File: src/rtl/vga_timing_gen.sv
`default_nettype none
// ============================================================================
// Module      : vga_timing_gen
// Description : Raster timing generator. Free-running pixel/line counters,
//               registered sync / blanking / strobe decodes that are coherent
//               with the counters, a delay line that aligns the syncs and the
//               blanking gate with the pipelined colour from the frame buffer,
//               and the final colour blanking gate.
// Revision    : 1.0 - initial release
// ============================================================================
module vga_timing_gen #(
  parameter int H_ACTIVE   = 640,
  parameter int H_FRONT    = 16,
  parameter int H_SYNC     = 96,
  parameter int H_BACK     = 48,
  parameter int V_ACTIVE   = 480,
  parameter int V_FRONT    = 10,
  parameter int V_SYNC     = 2,
  parameter int V_BACK     = 33,
  parameter bit SYNC_POL   = 1'b0,
  parameter int PIPE_DELAY = 3
) (
  input  logic       clk_in,
  input  logic       reset,
  input  logic       colour_in,
  output logic [9:0] counter_H,
  output logic [9:0] counter_V,
  output logic       hsync,
  output logic       vsync,
  output logic       display_on,
  output logic       line_start,
  output logic       frame_start,
  output logic       hsync_d,
  output logic       vsync_d,
  output logic       display_on_d,
  output logic       pixel_out
);

  // Raster geometry, all reduced to the 10-bit counter width.
  localparam int         H_TOTAL    = H_ACTIVE + H_FRONT + H_SYNC + H_BACK;
  localparam int         V_TOTAL    = V_ACTIVE + V_FRONT + V_SYNC + V_BACK;
  localparam logic [9:0] H_LAST     = 10'(H_TOTAL - 1);
  localparam logic [9:0] V_LAST     = 10'(V_TOTAL - 1);
  localparam logic [9:0] H_ACT      = 10'(H_ACTIVE);
  localparam logic [9:0] V_ACT      = 10'(V_ACTIVE);
  localparam logic [9:0] HS_START   = 10'(H_ACTIVE + H_FRONT);
  localparam logic [9:0] HS_END     = 10'(H_ACTIVE + H_FRONT + H_SYNC);
  localparam logic [9:0] VS_START   = 10'(V_ACTIVE + V_FRONT);
  localparam logic [9:0] VS_END     = 10'(V_ACTIVE + V_FRONT + V_SYNC);
  localparam logic       SYNC_IDLE  = ~SYNC_POL;

  logic [9:0] h_next;
  logic [9:0] v_next;
  logic       h_in_sync;
  logic       v_in_sync;
  logic       active_next;

  // Next raster position: horizontal wrap carries into the line counter.
  always_comb begin
    h_next = counter_H + 10'd1;
    v_next = counter_V;
    if (counter_H == H_LAST) begin
      h_next = '0;
      if (counter_V == V_LAST) begin
        v_next = '0;
      end else begin
        v_next = counter_V + 10'd1;
      end
    end
  end

  // Decode windows from the next position so registered outputs line up
  // with the counters they describe.
  always_comb begin
    h_in_sync   = (h_next >= HS_START) && (h_next < HS_END);
    v_in_sync   = (v_next >= VS_START) && (v_next < VS_END);
    active_next = (h_next < H_ACT) && (v_next < V_ACT);
  end

  // Counters and undelayed decodes.
  always_ff @(posedge clk_in) begin
    if (reset) begin
      counter_H   <= '0;
      counter_V   <= '0;
      hsync       <= SYNC_IDLE;
      vsync       <= SYNC_IDLE;
      display_on  <= 1'b0;
      line_start  <= 1'b0;
      frame_start <= 1'b0;
    end else begin
      counter_H   <= h_next;
      counter_V   <= v_next;
      hsync       <= h_in_sync ? SYNC_POL : SYNC_IDLE;
      vsync       <= v_in_sync ? SYNC_POL : SYNC_IDLE;
      display_on  <= active_next;
      line_start  <= (h_next == 10'd0);
      frame_start <= (h_next == 10'd0) && (v_next == 10'd0);
    end
  end

  // Delay line matching the frame buffer read latency.
  if (PIPE_DELAY == 0) begin : g_no_delay
    assign hsync_d      = hsync;
    assign vsync_d      = vsync;
    assign display_on_d = display_on;
  end else begin : g_delay
    logic hs_pipe [PIPE_DELAY];
    logic vs_pipe [PIPE_DELAY];
    logic de_pipe [PIPE_DELAY];

    // Shift every cycle; reset flushes every stage to the idle levels so no
    // partial sync pulse leaks out after a reset.
    always_ff @(posedge clk_in) begin
      if (reset) begin
        for (int i = 0; i < PIPE_DELAY; i++) begin
          hs_pipe[i] <= SYNC_IDLE;
          vs_pipe[i] <= SYNC_IDLE;
          de_pipe[i] <= 1'b0;
        end
      end else begin
        hs_pipe[0] <= hsync;
        vs_pipe[0] <= vsync;
        de_pipe[0] <= display_on;
        for (int i = 1; i < PIPE_DELAY; i++) begin
          hs_pipe[i] <= hs_pipe[i-1];
          vs_pipe[i] <= vs_pipe[i-1];
          de_pipe[i] <= de_pipe[i-1];
        end
      end
    end

    assign hsync_d      = hs_pipe[PIPE_DELAY-1];
    assign vsync_d      = vs_pipe[PIPE_DELAY-1];
    assign display_on_d = de_pipe[PIPE_DELAY-1];
  end

  // Blank the returning colour outside the visible area.
  assign pixel_out = colour_in & display_on_d;

endmodule
`default_nettype wire

File: config.mk
export PLATFORM = sky130hd
export DESIGN_NAME = vga_timing_gen
export DESIGN_NICKNAME = d
export VERILOG_FILES = /design/src/rtl/vga_timing_gen.sv
export SDC_FILE = /design/constraint.sdc
export NUM_CORES = 1
export LEC_CHECK = 0
export CORE_AREA = 2 2 61 63
export CTS_BUF_LIST = sky130_fd_sc_hd__clkbuf_2 sky130_fd_sc_hd__clkbuf_4 sky130_fd_sc_hd__clkbuf_8
export DETAILED_ROUTE_END_ITERATION = 8
export DIE_AREA = 0 0 63 65
export PLACE_DENSITY_LB_ADDON = 0.15
export SLEW_MARGIN = 20
export SYNTH_ARGS = -nofsm -noshare
export SYNTH_HDL_FRONTEND = slang
export SYNTH_SLANG_ARGS = --single-unit
export TNS_END_PERCENT = 100
File: constraint.sdc
create_clock -name clk_in -period 2.8 [get_ports clk_in]
set_clock_uncertainty 0.05 [all_clocks]
set_input_delay 0.56 -clock clk_in [delete_from_list [all_inputs] [get_ports clk_in]]
set_output_delay 0.56 -clock clk_in [all_outputs]
set_load 0.03 [all_outputs]
# After elaboration in Yosys (flattened, before gate mapping)
# Memories as Yosys holds them, arrays and structs flattened.
# Cells that the tools add are included.
# op_classes
muxes	17
order_cmp	6
n_bitwise	10
addsub	2
div	0
shifts	0
reduce_logical	6
multipliers	0
n_eq_ne	2
# op_table
cell	count
10-bit 2-to-1 mux	3
10-bit by 1-bit adder with 10-bit output, second input constant	2
10-bit == test, second input constant	2
10-bit logical NOT	2
10-bit < comparator, second input constant	2
10-bit by 9-bit < comparator with 1-bit output, second input constant	2
1-bit 2-to-1 mux	14
10-bit >= comparator, second input constant	1
10-bit by 9-bit >= comparator with 1-bit output, second input constant	1
1-bit bitwise OR	9
1-bit logical AND	4
1-bit AND	1
# word_totals
word_cells	53
regBits	25
mem_bits_rw	9
out_inout_bits	29
input_bits	3
latchBits	0
n_memories	3
romBits	0
# mem_list
name	words	width	rd	rd_clocked_by_memory_dff	write_ports	line_no	text
g_delay.de_pipe	3	1	3	0	3	109	logic de_pipe [PIPE_DELAY];
g_delay.hs_pipe	3	1	3	0	3	107	logic hs_pipe [PIPE_DELAY];
g_delay.vs_pipe	3	1	3	0	3	108	logic vs_pipe [PIPE_DELAY];

# Depth between registers and ports, before layout
# depth
ltp_word	6
mapped_depth	8

# Worst setup path after synthesis
# OpenSTA, ideal clock, no wires.
# synth_path
path_type	reg-to-reg
from	reg counter_H[0]
to	reg vsync
path_stages_with_launch	8
setup_ns	0.136
setup_slack_ns	0.546
synth_period_minus_slack_ns	2.254
required_ns	2.614
n_path_buf	0
t_arrival_ns	2.068
path_cell_list	dfxtp_1 > ha_1 > and4_1 > and3_1 > nand4_1 > xor2_1 > nor4_1 > nand4b_1
# synth_between
elab_chain_cells	5
elab_cells_between_ends	6
classes_between	order compare: 2; eq/ne: 1; mux: 2; reduce/logical: 1
# synth_rtl
element	line_no	text
from (decl)	26	output logic [9:0] counter_H,
from (signal assigned)	91	counter_H <= h_next;
10-bit == test (*)	62	if (counter_H == H_LAST) begin
10-bit 2-to-1 mux (*)	62	
10-bit by 9-bit >= comparator with 1-bit output / 10-bit by 9-bit < comparator with 1-bit output (equally long branches)	76	v_in_sync = (v_next >= VS_START) && (v_next < VS_END);
1-bit logical AND (*)	76	
1-bit 2-to-1 mux (*)	94	vsync <= v_in_sync ? SYNC_POL : SYNC_IDLE;
to (signal assigned)	94	
to (decl)	29	output logic vsync,
# Mark *: on every way between the ends. The rest lies on a longest branch, timed or not.
# A chain may end at the register's enable or synchronous reset.

# Worst setup path after layout
# Ends and elaborated chain as after synthesis.

==> impl_metrics.tcl <==
set metrics [dict create \
    status "finished, final reports clean" \
    netlist.area_leader.share_pct 41.2 \
    hp-class "flop to flop" \
    wl_per_cell_um 13.9 \
    crit_path_max_fanout 13 \
    grt_pass1_vias 1352 \
    hold_ws_ps 368 \
    clock.fmax_ghz 0.399 \
    worstSetupPathType "flop to flop" \
    drtIter0Drc 101 \
    grt_pass1_wl_um 6270 \
    leakage_nw 0.740 \
    cts.repair.resized 0 \
    dp_hpwl_um 2500 \
    syn_nets 186 \
    cts_sinks 34 \
    cts.path.max_buffers 2 \
    finalSetupViolations 0 \
    peakVddDrop_v 0.000236 \
    synth_cell_types 46 \
    worst_slack_ps 292 \
    final_cells 258 \
    rows 22 \
    cts_setup_buffers 0 \
    rsz0062_at_grt "false" \
    synth-seq-cells 34 \
    root_buffer "clkbuf_4" \
    seq_area_frac_synth_pct 41.2 \
    drc 0 \
    synth_area_mm2 0.00165 \
    layout-drive-gt1-share_pct 13.8 \
    dp.cells 250 \
    synthArstFlopShare_pct 0 \
    yosys_warnings 0 \
    dp_worst_setup_slack_ps 281 \
    grt_remaining_overflow 0 \
    power_mw 0.829 \
    port_buffers 31 \
    drt-pass1-iter-count 4 \
    htreeDepth 2 \
    routed_via_density 5.45 \
    stdcell_area_mm2 0.00204 \
    netlist_instances 180 \
    ant_nets 0 \
    fin_crit_sh_pct 89.6 \
    nets 215 \
    utilization_pct 58.3 \
    grt_start_max_net_pins 31 \
    endpoint_kind "flop" \
    num_antenna_cells 0 \
    gp_congestion 0.905 \
    relSlewSlack_pct 69.9 \
    crit_required_ps 2950 \
    cp.arrival_ps 2660 \
    fin_setup_tns_ps 0 \
    fin_crit_ps 2510 \
    path_delay_family "simple AND/OR/NAND/NOR gates" \
    max_cap_viol_count 0 \
    synthTopCellsByCount "34 x dfxtp_1, 21 x nor2_1, 10 x nor3_1, 10 x xnor2_1, 9 x nand3_1" \
    yosysTopAreaCell "dfxtp_1" \
    antenna_found_initial 0 \
    cts_buffers 5 \
    crit_path_top_delay_cell "dfxtp_1" \
    worst_slew_pin_slew_ps 451 \
    synth_edf_count 0 \
    postCtsHoldBufs 0 \
    synthFlopType "dfxtp_1" \
    crit_buf_inv 0 \
    vias 1407 \
    path_cells "ha_1 > and4_1 > nand3_2 > nor3_2 > xnor2_1 > nor4_1 > nand4b_1" \
    initial_core_util_pct 47.2 \
    slowest_delay_ps 430 \
    io_pins 32 \
    grt_use_total_pct 19.8 \
    hold_viol_final 0 \
    power_density_mw_per_mm2 407 \
    ys_top_cells_by_area "dfxtp_1 41%, xnor2_1 5.3%, nor2_1 4.8%" \
    area_growth_pct 23.4 \
    final-max-slew-violation-count 0 \
    core_region_area_mm2 0.00350 \
    cts_tree "done" \
    dpl-instance-area_mm2 0.00197 \
    clkTransAtPathRegs_ps 110 \
    yosysMostFrequentCell "dfxtp_1" \
    syn_avg_cell_area_um2 9.17 \
    worst_skew_pair.late_latency_ps 340 \
    start_kind "flop" \
    wirelength_um 3600 \
    die_y_um 65 \
    dieArea_mm2 0.00410 \
    die_w_um 63 \
]
==> report_power, final <==
| part | internal [mW] | total, mW | switching, mW | leakage [nW] |
|---|---|---|---|---|
| Clock | 0.121 | 0.292 | 0.171 | 0.0343 |
| Sequential | 0.490 | 0.496 | 0.00678 | 0.276 |
| Combinational | 0.0173 | 0.0404 | 0.0232 | 0.430 |
==> logic make-up after synthesis <==
logic type / Yosys count / share of synthesized area, %
simple gates: 85 / 29.6
flops: 34 / 41.2
compound gates: 26 / 12.0
xor+xnor: 16 / 8.49
buf+inv: 14 / 5.15
fa+ha+maj: 3 / 2.27
mux: 2 / 1.21
==> layout by cell type, fill, tap and decap left out, drive strengths merged, types with 2 or more instances in the layout <==
cell type       n
clkdlybuf4s50  31
and2            4
o21ai           4
and3            5
o31ai           2
a21oi           5
nand2           8
ha              3
nor2           21
a31oi           5
a22oi           2
or2             6
nand4           4
mux2i           2
clkbuf          6
nor3           13
and4            3
xnor2          10
nand3          10
inv             3
o31a            2
nor2b           6
dfxtp          34
xor2            6
==> worst paths after layout <==
path | start | to | slack, ps | cells after the start
setup / recovery | counter_H[0]$_SDFF_PP0_ | vsync$_SDFF_PP1_ | 290 | 7
hold / removal | g_delay.hs_pipe[0][0]$_SDFF_PP1_ | g_delay.hs_pipe[0][1]$_SDFF_PP1_ | 370 | 1
setup reg to reg | counter_H[0]$_SDFF_PP0_ | vsync$_SDFF_PP1_ | 290 | 7
hold reg to reg | g_delay.hs_pipe[0][0]$_SDFF_PP1_ | g_delay.hs_pipe[0][1]$_SDFF_PP1_ | 370 | 1
==> cell type report <==
cell class / instances / area, um2
fillers: 324 / 1460
repair buffers: 32 / 318
multi-input cells: 132 / 886
clock inverters: 2 / 12.5
inverters: 4 / 28.8
well taps: 48 / 60.1
flip-flops and latches: 34 / 681
clock buffers: 6 / 51.3
==> routing by layer <==
layer  wire (um)  vias up  track usage [%]
met1        1610      660             23.4
met5           0        -                0
met3         189        4             6.25
li1            -      696                -
met4          56        0             10.8
met2        1740       47             32.0
==> sequential cells by signal, indices dropped and copies added (netlist names) <==
name,cells
counter_H,10
counter_V,10
display_on,1
frame_start,1
g_delay.de_pipe,3
g_delay.hs_pipe,3
g_delay.vs_pipe,3
hsync,1
line_start,1
vsync,1
==> worst reg2reg max path, cell delays in order (launching register included) <==
cell	delay (ps)
dfxtp_1	430
ha_1	300
and4_1	330
nand3_2	290
nor3_2	280
xnor2_1	130
nor4_1	420
nand4b_1	140
(Power assumes the default switching activity.)
==> RTL edit (same flow settings) <==
Make the reset (`reset`) asynchronous in 2 clocked blocks. Comments in the files are not updated.
--- a/src/rtl/vga_timing_gen.sv
+++ b/src/rtl/vga_timing_gen.sv
@@ -79,5 +79,5 @@
 
   // Counters and undelayed decodes.
-  always_ff @(posedge clk_in) begin
+  always_ff @(posedge clk_in or posedge reset) begin
     if (reset) begin
       counter_H   <= '0;
@@ -111,5 +111,5 @@
     // Shift every cycle; reset flushes every stage to the idle levels so no
     // partial sync pulse leaks out after a reset.
-    always_ff @(posedge clk_in) begin
+    always_ff @(posedge clk_in or posedge reset) begin
       if (reset) begin
         for (int i = 0; i < PIPE_DELAY; i++) begin
Function: differs if reset is asserted again (counterexample within 4 cycles, from zero or initial values and one cycle with reset high); with reset held inactive, the same outputs for 10 cycles.
==> RTL edit against the original RTL <==
Wire length fell by 8.9%. Global-route usage is 2.2 points lower. Sequential cell count unchanged. Synthesized area up 2.6%. Setup slack improved by 110 ps. Critical endpoint is now pixel_out. Design area rose by 4.4%. Synthesized cell count shrank 18%. Sequential share of layout area grew 7.1 points. Worst hold slack worse by 60 ps.
Power is not compared: it rests on default switching activity, and its combinational part moved more than twofold at a synthesized area within 25%.
==> RTL edit: results (changes against the original RTL) <==
=================================================================================================================
Post-detailed-route wirelength per cell                                                                   14.2 µm   +1.7%
Global routing met1 resource utilization                                                                    21.9%   -1.4 points
Share of final-layout standard cells stronger than drive strength 1                                         17.5%   +3.7 points
Multiplexer area fraction after synthesis                                                                  0.665%   -0.55 points
Number of I/O port buffers                                                                                     31   unchanged
M3 GR Usage                                                                                                 4.86%   -1.4 points
Met2 track demand over resource in global routing                                                           29.1%   -2.9 points
Placed standard-cell area                                                                             0.00202 mm²   +2.5%
Post-synthesis compound-gate area fraction                                                                  11.2%   -0.74 points
Peak fanout along the critical path                                                                             1   -12
Yosys cell types                                                                                               50   +8.7%
Via total after detailed routing                                                                             1234   -12%
Largest net degree at the start of global routing                                                              35   +13%
Arithmetic-cell share of the synthesized area counting full adders, half adders and majority gates          2.22%   -0.057 points
Number of vias per cell                                                                                      5.34   -2.0%
FILL cells                                                                                                    305   -5.9%
Placed Cells                                                                                                  223   -11%
Post-synth top cells                                                                                 dfrtp_1, nand2_1, nor2_1
First-pass GRT wire length                                                                                5500 µm   -12%
Post-Place Setup Slack                                                                                     400 ps   +119 ps
Routed metal-1 wire length                                                                                1470 µm   -8.4%
Routed met2 length                                                                                        1630 µm   -6.4%
Top post-synthesis cells by area                                                                     dfrtp_1, dfstp_2, xnor2_1
Standard cell with the maximum stage delay on the critical path                                      clkdlybuf4s50_1
Crit-path leading delay family                                                                       buffers and inverters
Routed length on met3                                                                                      118 µm   -38%
Share of synthesized registers carrying an async set or reset                                                100%   +100 points
Post-DP HPWL                                                                                              2380 µm   -4.6%
Max incr delay on CP                                                                                       660 ps   +230 ps
Length of the first detailed-routing pass in iterations                                                         5   +1
Gate count after technology mapping                                                                           148   -18%
Synthesized-area fraction occupied by xor and xnor cells                                                    6.65%   -1.8 points
First DRT Iteration DRCs                                                                                       42   -58%
Run status                                                                                              completed
=================================================================================================================
## RTL edit: worst paths after layout
check,end,depth (start not counted),start,slack [ps]
min in group asynchronous,line_start,3,reset,550
hold / removal,display_on_d,0,g_delay.de_pipe[1],310
setup reg to reg,frame_start,7,counter_H[0],520
max in group asynchronous,hsync_d,3,reset,1810
setup / recovery,pixel_out,3,colour_in,400
hold reg to reg,display_on_d,0,g_delay.de_pipe[1],310
## RTL edit: cell type report
type                       count  area (µm²)  share of cell area [%]
inverter                       9        33.8                    1.59
clock buffer                   5        37.5                    1.76
clock inverter                 3        68.8                    3.24
multi-input combinational     99         741                    34.8
sequential                    34         861                    40.5
tap                           48        60.1                    2.82
timing repair buffer          33         325                    15.3
## RTL edit: logic make-up (layout without fill, tap and decap cells)
| logic type | Yosys count | count (layout) |
|---|---|---|
| flops | 34 | 34 |
| fa+ha+maj | 3 | 3 |
| buf+inv | 15 | 50 |
| compound gates | 23 | 23 |
| xor+xnor | 12 | 12 |
| simple gates | 60 | 60 |
| mux | 1 | 1 |
